`src/rtl/fifo_arb_pkg.sv`:
```
// Shared definitions for the FIFO write arbiter: state encoding, default
// sizing constants and a small index-width helper.
package fifo_arb_pkg;

    typedef enum logic {
        IDLE = 1'b0,
        XFER = 1'b1
    } arb_state_t;

    localparam int DEF_NREQ      = 4;
    localparam int DEF_BITSIZE   = 9;
    localparam int DEF_MAX_BURST = 4;

    // Width of an index into NREQ requesters, at least one bit.
    function automatic int idx_width(input int n);
        return (n > 1) ? $clog2(n) : 1;
    endfunction

endpackage

```
`src/rtl/rr_pick.sv`:
```
// Combinational round-robin winner selection: scans from last+1 (mod NREQ)
// and returns a one-hot vector of the first requester found.
module rr_pick
    import fifo_arb_pkg::*;
#(
    parameter int NREQ = DEF_NREQ,
    parameter int LW   = idx_width(DEF_NREQ)
) (
    input  logic [NREQ-1:0] req,
    input  logic [LW-1:0]   last,
    output logic [NREQ-1:0] winner
);

    logic          found_s;
    logic [LW-1:0] idx_s;

    // Priority scan with a running "already found" mask instead of an early exit.
    always_comb begin
        winner  = {NREQ{1'b0}};
        found_s = 1'b0;
        idx_s   = {LW{1'b0}};
        for (int k = 1; k <= NREQ; k++) begin
            idx_s         = LW'((int'(last) + k) % NREQ);
            winner[idx_s] = req[idx_s] & ~found_s;
            found_s       = found_s | req[idx_s];
        end
    end

endmodule

```
`src/rtl/fifo_wr_arbiter.sv`:
```
// Round-robin arbiter granting one requester at a time bursts of up to
// MAX_BURST words into a FIFO. Optional word counter: FIFO_ARB_STATS_EN.
module fifo_wr_arbiter
    import fifo_arb_pkg::*;
#(
    parameter int NREQ      = DEF_NREQ,
    parameter int bitsize   = DEF_BITSIZE,
    parameter int MAX_BURST = DEF_MAX_BURST
) (
    input  logic                    clk,
    input  logic                    rstp,
    input  logic [NREQ-1:0]         req,
    input  logic [NREQ*bitsize-1:0] req_data,
    output logic [NREQ-1:0]         gnt,
    input  logic                    fifo_fullp,
    output logic                    fifo_writep,
    output logic [bitsize-1:0]      fifo_data_in,
    output logic [15:0]             xfer_count
);

    localparam int LW = idx_width(NREQ);
    localparam int BW = $clog2(MAX_BURST) + 1;

    arb_state_t      state_r, state_n_s;
    logic [NREQ-1:0] gnt_r, gnt_n_s;
    logic [LW-1:0]   g_idx_r, g_idx_n_s;
    logic [LW-1:0]   last_r, last_n_s;
    logic [BW-1:0]   burst_cnt_r, burst_cnt_n_s;
    logic [NREQ-1:0] winner_s;
    logic            grant_req_s;
    logic            xfer_s;
    logic            burst_end_s;
    logic [bitsize-1:0] data_s;

    function automatic logic [LW-1:0] onehot_idx(input logic [NREQ-1:0] oh);
        logic [LW-1:0] r;
        r = {LW{1'b0}};
        for (int i = 0; i < NREQ; i++) begin
            r = r | (LW'(i) & {LW{oh[i]}});
        end
        return r;
    endfunction

    rr_pick #(
        .NREQ (NREQ),
        .LW   (LW)
    ) u_rr_pick (
        .req    (req),
        .last   (last_r),
        .winner (winner_s)
    );

    // Only the granted requester's req bit can qualify a transfer.
    assign grant_req_s = |(req & gnt_r);
    assign xfer_s      = (state_r == XFER) & grant_req_s & ~fifo_fullp;
    assign burst_end_s = (burst_cnt_r == BW'(MAX_BURST - 1));

    // Write data: AND-OR mux of the granted slice, zero with no grant.
    always_comb begin
        data_s = {bitsize{1'b0}};
        for (int i = 0; i < NREQ; i++) begin
            data_s = data_s | (req_data[i*bitsize +: bitsize] & {bitsize{gnt_r[i]}});
        end
    end

    assign fifo_writep  = xfer_s;
    assign fifo_data_in = data_s;
    assign gnt          = gnt_r;

    // Next-state logic: arbitrate in IDLE, count/stall/release in XFER.
    always_comb begin
        state_n_s     = state_r;
        gnt_n_s       = gnt_r;
        g_idx_n_s     = g_idx_r;
        last_n_s      = last_r;
        burst_cnt_n_s = burst_cnt_r;
        case (state_r)
            IDLE: begin
                if (|req) begin
                    state_n_s     = XFER;
                    gnt_n_s       = winner_s;
                    g_idx_n_s     = onehot_idx(winner_s);
                    burst_cnt_n_s = {BW{1'b0}};
                end else begin
                    state_n_s     = IDLE;
                end
            end
            XFER: begin
                if (!grant_req_s || (xfer_s && burst_end_s)) begin
                    state_n_s     = IDLE;
                    gnt_n_s       = {NREQ{1'b0}};
                    last_n_s      = g_idx_r;
                    burst_cnt_n_s = {BW{1'b0}};
                end else if (xfer_s) begin
                    burst_cnt_n_s = burst_cnt_r + BW'(1);
                end else begin
                    // FIFO full: hold everything until space appears.
                    burst_cnt_n_s = burst_cnt_r;
                end
            end
            default: begin
                state_n_s     = IDLE;
                gnt_n_s       = {NREQ{1'b0}};
                burst_cnt_n_s = {BW{1'b0}};
            end
        endcase
    end

    // State registers; reset leaves requester 0 with first priority.
    always_ff @(posedge clk) begin
        if (rstp) begin
            state_r     <= IDLE;
            gnt_r       <= {NREQ{1'b0}};
            g_idx_r     <= {LW{1'b0}};
            last_r      <= LW'(NREQ - 1);
            burst_cnt_r <= {BW{1'b0}};
        end else begin
            state_r     <= state_n_s;
            gnt_r       <= gnt_n_s;
            g_idx_r     <= g_idx_n_s;
            last_r      <= last_n_s;
            burst_cnt_r <= burst_cnt_n_s;
        end
    end

`ifdef FIFO_ARB_STATS_EN
    logic [15:0] xfer_count_r;

    // Saturating count of words written to the FIFO.
    always_ff @(posedge clk) begin
        if (rstp) begin
            xfer_count_r <= 16'h0000;
        end else if (xfer_s && (xfer_count_r != 16'hFFFF)) begin
            xfer_count_r <= xfer_count_r + 16'h0001;
        end else begin
            xfer_count_r <= xfer_count_r;
        end
    end

    assign xfer_count = xfer_count_r;
`else
    assign xfer_count = 16'h0000;
`endif

endmodule

```
`config.mk`:
```
export PLATFORM = sky130hd
export DESIGN_NAME = fifo_wr_arbiter
export DESIGN_NICKNAME = d
export VERILOG_FILES = /design/src/rtl/fifo_arb_pkg.sv /design/src/rtl/rr_pick.sv /design/src/rtl/fifo_wr_arbiter.sv
export SDC_FILE = /design/constraint.sdc
export NUM_CORES = 1
export LEC_CHECK = 0
export ABC_AREA = 1
export CAP_MARGIN = 0
export CORE_UTILIZATION = 29
export CTS_BUF_LIST = sky130_fd_sc_hd__clkbuf_4 sky130_fd_sc_hd__clkbuf_8
export DETAILED_ROUTE_END_ITERATION = 16
export PLACE_DENSITY = 0.67
export SLEW_MARGIN = 15
export SYNTH_ARGS = -nofsm -noshare
export SYNTH_HDL_FRONTEND = slang
export SYNTH_SLANG_ARGS = --single-unit
export TNS_END_PERCENT = 10
```
`constraint.sdc`:
```
create_clock -name clk -period 3.37 [get_ports clk]
set_input_delay 0.337 -clock clk [delete_from_list [all_inputs] [get_ports clk]]
set_output_delay 0.337 -clock clk [all_outputs]
set_load 0.005 [all_outputs]
```
* Word-level counts from Yosys, hierarchy flattened
Index checks and enable logic that the tools add are counted.
** Operators by class
- $add $sub $neg :: 5
- Magnitude comparators :: 8
- Equal/unequal tests :: 4
- Muxes and demuxes :: 29
- Bitwise gates (word level) :: 23
- Reduce and logical (&&, ||, !) cells :: 13
** Operator list (count)
- 9-bit AND :: 4
- 9-bit bitwise OR :: 3
- 4-bit bitwise mux :: 3
- 2-bit by 3-bit < comparator with 1-bit output, second input constant :: 4
- 1-bit two-way mux :: 10
- 3-bit two-way mux :: 3
- 4-bit AND :: 2
- 1-bit binary-select mux with 2-bit select :: 4
- 1-bit demux with 2-bit select :: 4
- 2-bit by 1-bit >= comparator with 1-bit output, second input constant :: 4
- 4-bit two-way mux :: 2
- 4-bit case mux with 2 select lines :: 1
- 2-bit AND reduction :: 4
- 4-bit OR reduction :: 2
- 3-bit case mux with 2 select lines :: 1
- 1-bit AND :: 5
- 1-bit logical AND :: 5
- 1-bit NOT :: 5
- 2-bit by 1-bit adder with 2-bit output, second input constant :: 2
- 2-bit adder, second input constant :: 2
- 3-bit by 1-bit adder with 3-bit output, second input constant :: 1
- 3-bit by 2-bit equality test with 1-bit output, second input constant :: 1
- 3-bit by 1-bit inequality test with 1-bit output, second input constant :: 1
- 2-bit by 1-bit inequality test with 1-bit output, second input constant :: 1
- other kinds (7) :: 8
** Word-level totals
- Register bits after elaboration :: 12
- Input port bits :: 43
- Output and inout port bits :: 30
- Logic and storage cells :: 87

* Depth between registers and ports, before layout
Gate-level depths: netlist of run 1.
- Depth in word-level cells :: 11
- Gate-level depth with buffers :: 13
- Depth with buffers taken out :: 13

* Hierarchy
From an unflattened synthesis of run 1, not the netlist that was laid out.
** Unflattened totals
- Cell total of the unflattened synthesis :: 231
- Area, all modules :: 1371.3 µm²
** Modules (own cells, without submodules)
- fifo_wr_arbiter :: instances 1, cells each 145, area an instance 897.1 µm², seq. area each 240.2 µm²
- rr_pick :: instances 1, cells each 86, area an instance 474.2 µm², seq. area each 0.0 µm²

* Worst setup path after synthesis of run 1
Ideal clock, no wire load.
- Path kind :: register to register
- Start point :: register last_r[0]
- End point :: register g_idx_r[0]
- Setup time :: 0.056 ns
- Data arrival time :: 1.760 ns
- Data required time :: 3.314 ns
- Slack :: 1.554 ns
- Stages on the path, launching flop included :: 14
- Path buffers :: 0
- Clock period less this slack :: 1.816 ns
- Cells stage by stage :: dfxtp_1 > inv_2 > ha_1 > inv_1 > nand3_2 > nand2_4 > nand2_4 > nor2_4 > nor2_2 > nor2_2 > nand2_2 > nand3_1 > nand2_1 > inv_1
** Between the ends
- Word-level cells in the longest chain between the ends :: 11
- Elaborated cells between the ends (all ways) :: 46
- Those cells by class :: add/sub: 4; order compare: 8; mux: 19; bitwise: 11; reduce/logical: 4
** RTL lines
- from (decl) :: line fifo_wr_arbiter.sv:27 : logic [LW-1:0] last_r, last_n_s;
- from (signal assigned) :: line fifo_wr_arbiter.sv:115 : last_r <= LW'(NREQ - 1);
- from (signal assigned) :: line fifo_wr_arbiter.sv:121 : last_r <= last_n_s;
- 2-bit by 1-bit adder with 2-bit output :: line rr_pick.sv:23 : idx_s = LW'((int'(last) + k) % NREQ);
- 2-bit by 3-bit < comparator with 1-bit output (not written as such) / 2-bit by 1-bit >= comparator with 1-bit output (equally long branches) :: line rr_pick.sv:24 : winner[idx_s] = req[idx_s] & ~found_s;
- 1-bit logical AND (not written as such) :: line rr_pick.sv:24
- 1-bit two-way mux (not written as such) :: line rr_pick.sv:24
- 1-bit demux with 2-bit select
- 4-bit AND (no source line)
- 4-bit bitwise mux (2 in a row) :: line rr_pick.sv:24
- 4-bit bitwise mux (*) :: line rr_pick.sv:24
- 1-bit by 2-bit bitwise OR with 2-bit output :: line fifo_wr_arbiter.sv:39 : r = r | (LW'(i) & {LW{oh[i]}});
- 2-bit bitwise OR (*) :: line fifo_wr_arbiter.sv:39
- to (signal assigned) :: line fifo_wr_arbiter.sv:114 : g_idx_r <= {LW{1'b0}};
- to (signal assigned) :: line fifo_wr_arbiter.sv:120 : g_idx_r <= g_idx_n_s;
- to (decl) :: line fifo_wr_arbiter.sv:26 : logic [LW-1:0] g_idx_r, g_idx_n_s;
Mark *: on every way between the ends. The rest lies on a longest branch, timed or not. The select of a mux whose other input is x is not followed.
A chain may end at the register's enable or synchronous reset.

* Worst setup path in the final report of run 1
- Start point :: register gnt_r[2] (netlist: gnt[2])
- End point :: output port fifo_writep
** Between the ends
- Word-level cells in the longest chain between the ends :: 4
** RTL lines
- from (decl) :: line fifo_wr_arbiter.sv:25 : logic [NREQ-1:0] gnt_r, gnt_n_s;
- from (signal assigned) :: line fifo_wr_arbiter.sv:113 : gnt_r <= {NREQ{1'b0}};
- from (signal assigned) :: line fifo_wr_arbiter.sv:119 : gnt_r <= gnt_n_s;
- 4-bit AND :: line fifo_wr_arbiter.sv:54 : assign grant_req_s = |(req & gnt_r);
- 4-bit OR reduction :: line fifo_wr_arbiter.sv:54
- 1-bit AND (2 in a row) :: line fifo_wr_arbiter.sv:55 : assign xfer_s = (state_r == XFER) & grant_req_s & ~fifo_fullp;
- to (decl) :: line fifo_wr_arbiter.sv:16 : output logic fifo_writep,
Every way passes these cells.

==> results of run 1 <==
==> Yosys cell counts (all sizes together) <==
cell type,count
conb,1
nor3,1
clkbuf,4
nor2,11
nand2,92
buf,16
ha,10
nand3,21
inv,21
a21oi,11
nand4,13
o211ai,2
dfxtp,12
o21ai,4
or2,1
==> placed cells by master (no fill, tap or decap) <==
cell type and instances:
a21oi_1 11, inv_1 20, nand2_4 2, clkbuf_8 4, conb_1 16, nand2_1 88
dfxtp_1 12, inv_2 1, nor2_2 2, nand4_1 13, nor3_1 1, nand2_2 2
o211ai_1 2, nor2_1 8, or2_2 1, clkdlybuf4s50_1 56, ha_1 10, nand3_2 2
nor2_4 1, o21ai_0 4, nand3_1 19
==> power breakdown <==
group          internal, W  switching (W)
combinational     0.000367       0.000396
sequential        0.000182      0.0000935
clock             0.000103      0.0000544
==> flip-flops by register name, indices dropped and copies added (netlist names) <==
register     cells
gnt              4
g_idx_r          2
state_r          1
burst_cnt_r      3
last_r           2
==> kinds of logic after synthesis <==
group	synth area share, %
AOI/OAI and AO/OA	6.93
buffers and inverters	16.5
other	0.288
DFF	18.5
and+or+nand+nor	48.2
adders and majority gates	9.62
==> worst max path at each step <==
| stage | startpoint | end | slack [ps] |
|---|---|---|---|
| after detailed placement | req[2] | fifo_writep | 1140 |
| after global routing | gnt[3] | fifo_writep | 980 |
| final | gnt[2] | fifo_writep | 1130 |
| after floorplan | last_r[0] | g_idx_r[0] | 1550 |
| after global placement | req[3] | fifo_writep | 1150 |
| after CTS | gnt[2] | fifo_writep | 1100 |
==> worst reg2reg max path, cell delays in order, from the launching register on <==
cell and delay, ps:
dfxtp_1 580, inv_2 210, ha_1 380, inv_1 80
nand3_2 90, nand2_4 90, nand2_1 160, nand2_1 70
nand2_1 60, nand3_1 80, nand2_2 110, nand3_1 90
nand2_1 60, inv_1 30
==> layout make-up <==
type	count	share of cell area [%]
tap	50	3.29
clock buffer	4	2.90
timing repair buffer	56	29.5
multi-input combinational	182	47.5
sequential	12	12.6
inverter	21	4.15
==> metal layers <==
metal  vias to the layer above  track usage (%)  share of wire [%]
li1                        787                -                  -
met1                       671             17.3                 43
met2                        48             28.8                 50
met3                         4             3.62                7.0
met4                         0             2.30               0.55
met5                         -                0                  0
==> metrics by stage <==
step | hold slack, ps | utilization (%) | instances | area, µm² | setup slack (ps)
floorplan | 406 | - | 235 | 1360 | 1550
CTS | 472 | 45.8 | 325 | 1900 | 1100
finish | 464 | 45.8 | 325 | 1900 | 1130
global placement | 457 | 44.5 | 321 | 1840 | 1150
global route | 495 | 45.8 | 325 | 1900 | 981
detailed placement | 463 | 44.5 | 321 | 1840 | 1140
==> results.json, run 1 <==
{
  "ys_seq_area_share_pct": 18.5,
  "die_area_um2": 4750,
  "clk_latency_ps": 240,
  "initial_utilization_pct": 31.4,
  "drt_iter0_drc": 88,
  "fin_skew_ps": 1.45,
  "path_cells": "nand2_1 > nand4_1 > nand2_1 > nor2_1 > clkdlybuf4s50_1",
  "r2r_setup_slack_ps": 1170,
  "cts_buffer_depth": 2,
  "cts-root-buf": "clkbuf_8",
  "drt_wl_total_mm": 3.64,
  "critical_path_arrival_ps": 1900,
  "syn_to_final_growth_pct": 46.1,
  "grt_pass1_wl_mm": 5.46,
  "irDropWorstVdd_v": 0.000225,
  "synth_area_leaders": "nand2_1 25%, dfxtp_1 18%, ha_1 9.6%, buf_4 9.2%, nand3_1 7.3%",
  "antenna_found_initial": 0,
  "postCtsSetupBuffers": 0,
  "die_w_um": 69.0,
  "avgSynthCellArea_um2": 5.91,
  "via_per_inst": 4.65,
  "overflow": 0,
  "worst-setup-path-type": "reg2out",
  "ff2ff_path_depth": 13,
  "slowest_stage": "dfxtp_1",
  "drive_above_1_share_pct": 5.45,
  "run_status": "finished clean",
  "htree_levels": 1,
  "power_leakage_nw": 0.861,
  "drc": 0,
  "crit_path_end_kind": "output pin",
  "power_density_nw_per_um2": 630,
  "finalSetupViolCount": 0,
  "slew_viol_final": 0,
  "die_h_um": 69.0,
  "min_path_type": "reg2reg",
  "netlist.area_leader.share_pct": 25.4,
  "critPathMaxStageDelay_ps": 610,
  "ios": 73,
  "path_depth": 5,
  "clock_sinks": 12,
  "core-area_um2": 4140,
  "critPathMostFrequentCell": "nand2_1",
  "grt_usage_pct": 15.2,
  "path_buf_inv": 1,
  "portBuffers": 56,
  "synth_cell_types": 21,
  "rsz0062_at_grt": "false",
  "drv_cap": 0,
  "syn_area_um2": 1300,
  "place_congestion": 0.786,
  "multi_input_area_um2": 902,
  "netlist.top_cell.by_area": "nand2_1",
  "grt_max_degree": 13,
  "tritoncts": "built",
  "start_kind": "flop",
  "synthCells": 220,
  "fin_nets": 329,
  "clkTransAtPathRegs_ps": 50,
  "wl_per_cell_um": 11.2,
  "drtPass1Iterations": 4,
  "cts_hold_buffers": 0,
  "diodes": 0,
  "seq_area_um2": 240,
  "period_share_pct": 66.3,
  "via_count": 1510,
  "hold_depth": 2,
  "dp_hpwl_mm": 2.84,
  "hold_start": "burst_cnt_r[2]",
  "tns_ps": 0,
  "hold_violations": 0,
  "row_count": 23,
  "ant_nets": 0,
  "reg2reg_from": "last_r[0]",
  "fin_crit_ps": 2240,
  "nFillCells": 435,
  "critPathRequiredTime_ps": 3030,
  "numCtsBuffers": 3,
  "ys_ff_latch": 12,
  "power_w": 0.00120,
  "grt_pass1_vias": 1284,
  "critical-path-top-delay-family": "flip-flops",
  "post_cts_resized": 0,
  "fmax_mhz": 447,
  "whs_endpoint": "burst_cnt_r[2]",
  "worst-path-max-fanout": 12,
  "synth-warning-count": 0,
  "rr_endpoint": "g_idx_r[1]"
}
Note: power is estimated with default switching activity, not from simulation.
==> run 2: changes to the inputs <==
--- a/config.mk
+++ b/config.mk
@@ -10,7 +10,7 @@
 export CORE_UTILIZATION = 29
 export CTS_BUF_LIST = sky130_fd_sc_hd__clkbuf_4 sky130_fd_sc_hd__clkbuf_8
 export DETAILED_ROUTE_END_ITERATION = 16
-export PLACE_DENSITY = 0.67
+export PLACE_DENSITY = 0.7
 export SLEW_MARGIN = 15
 export SYNTH_ARGS = -nofsm -noshare
 export SYNTH_HDL_FRONTEND = slang
==> constraint.sdc (replaced) <==
create_clock -name clk -period 1.88 [get_ports clk]
set_input_delay 0.188 -clock clk [delete_from_list [all_inputs] [get_ports clk]]
set_output_delay 0.188 -clock clk [all_outputs]
set_load 0.005 [all_outputs]
==> run 2 against run 1 <==
Sequential share of layout area decreased by 0.50 points; first-iteration DRC count fell by 56%; die area unchanged; register-to-register slack got worse by 1000 ps; final area rose by 4.2%; worst hold slack hardly changed; power grew 85%; routed wire length shrank 0.16%; largest power group unchanged; highest routed layer is now met3.
==> results.json, run 2 (synthesized netlist as in run 1, its figures left out) <==
{
  "tritoncts": "built",
  "fin_nets": 339,
  "drive_above_1_share_pct": 9.86,
  "power_density_nw_per_um2": 1120,
  "place_area_um2": 1910,
  "wl_per_cell_um": 10.9,
  "fin_area_um2": 1980,
  "die_w_um": 69.0,
  "numCtsBuffers": 3,
  "core-area_um2": 4140,
  "ant_nets": 0,
  "critPathMaxStageDelay_ps": 510,
  "grt_pass1_wl_mm": 5.31,
  "start_kind": "input pin",
  "cts-root-buf": "clkbuf_8",
  "grt_usage_pct": 14.5,
  "htree_levels": 1,
  "critical_path_arrival_ps": 1570,
  "via_per_inst": 4.54,
  "largest_reg_flops": 4,
  "run_status": "finished clean",
  "path_buf_inv": 2,
  "hold_depth": 2,
  "clk_latency_ps": 240,
  "hold_start": "burst_cnt_r[2]",
  "whs_endpoint": "burst_cnt_r[2]",
  "final_common_cell": "nand2_1",
  "path_cells": "clkdlybuf4s50_1 > nand2_1 > nand4_1 > nand2_2 > nor2_2 > clkdlybuf4s50_1",
  "cts_buffer_depth": 2,
  "worst-path-max-fanout": 3,
  "final_cell_mix": "86 x nand2_1, 53 x clkdlybuf4s50_1, 20 x inv_1",
  "nFillCells": 429,
  "power_leakage_nw": 0.933,
  "critPathRequiredTime_ps": 1690,
  "drv_cap": 0,
  "place_congestion": 0.838,
  "die_area_um2": 4750,
  "worst-setup-path-type": "in2out",
  "fmax_mhz": 568,
  "initial_utilization_pct": 31.4,
  "min_path_type": "reg2reg",
  "syn_to_final_growth_pct": 52.2,
  "drtPass1Iterations": 4,
  "row_count": 23,
  "tns_ps": 0,
  "critical-path-top-delay-family": "buffers and inverters",
  "dp_hpwl_mm": 2.98,
  "irDropWorstVdd_v": 0.000797,
  "fin_crit_ps": 1760,
  "via_count": 1516,
  "antenna_found_initial": 0,
  "clock_sinks": 12,
  "hold_violations": 0,
  "period_share_pct": 93.7,
  "diodes": 0,
  "drt_iter0_drc": 39,
  "reg2reg_from": "last_r[0]",
  "portBuffers": 56,
  "drt_wl_total_mm": 3.63,
  "overflow": 0,
  "clkTransAtPathRegs_ps": 50,
  "slowest_stage": "clkdlybuf4s50_1",
  "cts_hold_buffers": 0,
  "critPathMostFrequentCell": "clkdlybuf4s50_1",
  "grt_max_degree": 12,
  "drc": 0,
  "fin_skew_ps": 2.91,
  "die_h_um": 69.0,
  "r2r_setup_slack_ps": 140,
  "ff2ff_path_depth": 11,
  "hold_ws_ps": 464,
  "crit_path_end_kind": "output pin",
  "slew_viol_final": 0,
  "rsz0062_at_grt": "true",
  "ios": 73,
  "rr_endpoint": "gnt[2]",
  "stdcell_count": 334,
  "finalSetupViolCount": 0,
  "grt_pass1_vias": 1208,
  "placed_cells": 330
}
## run 2: cell types whose count changed in the layout (fill, tap and decap cells not counted)
cell and delta:
buf_4 +10, clkdlybuf4s50_1 -3, dlymetal6s2s_1 +3, nand2_1 -2, nand2_2 +2, nor2_1 -2, nor2_2 +2, clkbuf_8 -1
## run 2: final cells by class
class	instances	area, µm²	area share, %
Sequential cell	12	240	12.1
Tap cell	50	62.6	3.16
Timing Repair Buffer	66	643	32.5
Clock buffer	3	41.3	2.09
Inverter	21	78.8	3.98
Multi-Input combinational cell	182	912	46.1
## run 2: tightest hold or removal path, stage by stage, from the launching register on
cell,delay (ps)
dfxtp_1,300
nand2_1,60
a21oi_1,50
## run 2: per-stage QoR
stage | util, % | total power (W) | setup WS [ps]
2_1_floorplan | - | 0.00131 | 63.9
3_3_place_gp | 46.1 | 0.00194 | 42.5
3_5_place_dp | 46.1 | 0.00196 | 21.5
4_1_cts | 47.1 | 0.00219 | 13.5
5_1_grt | 47.7 | 0.00244 | -16.1
6_report | 47.7 | 0.00221 | 118
## run 2: worst max-delay path by stage
| stage | startpoint | endpoint | slack, ps | cells past startpoint |
|---|---|---|---|---|
| 6_report | req[2] | fifo_writep | 120 | 6 |
| 5_1_grt | last_r[0] | g_idx_r[1] | -20 | 13 |
| 4_1_cts | req[0] | fifo_writep | 10 | 6 |
| 3_5_place_dp | req[0] | fifo_writep | 20 | 6 |
| 3_3_place_gp | req[0] | fifo_writep | 40 | 6 |
| 2_1_floorplan | last_r[0] | g_idx_r[0] | 60 | 13 |
## run 2: layer usage
metal | vias up | global-route usage (%) | part of all wire, %
li1 | 806 | - | -
met5 | - | 0 | 0
met4 | 0 | 1.53 | 0
met1 | 672 | 20.0 | 47
met2 | 38 | 24.3 | 49
met3 | 0 | 2.47 | 4.7
## run 2: what timing repair did
| action | in CTS | in global routing |
|---|---|---|
| endpoints found under the setup margin | 0 | 3 |
| setup buffers | 0 | 1 |
| gates resized for setup | 0 | 7 |
| endpoints found under the hold margin | 0 | 0 |
## run 2: where the power goes
part | internal, W | switching, W | total, W
clock network | 0.000140 | 0.0000854 | 0.000226
registers | 0.000327 | 0.0000503 | 0.000377
logic | 0.000752 | 0.000853 | 0.00160
total | 0.00122 | 0.000989 | 0.00221
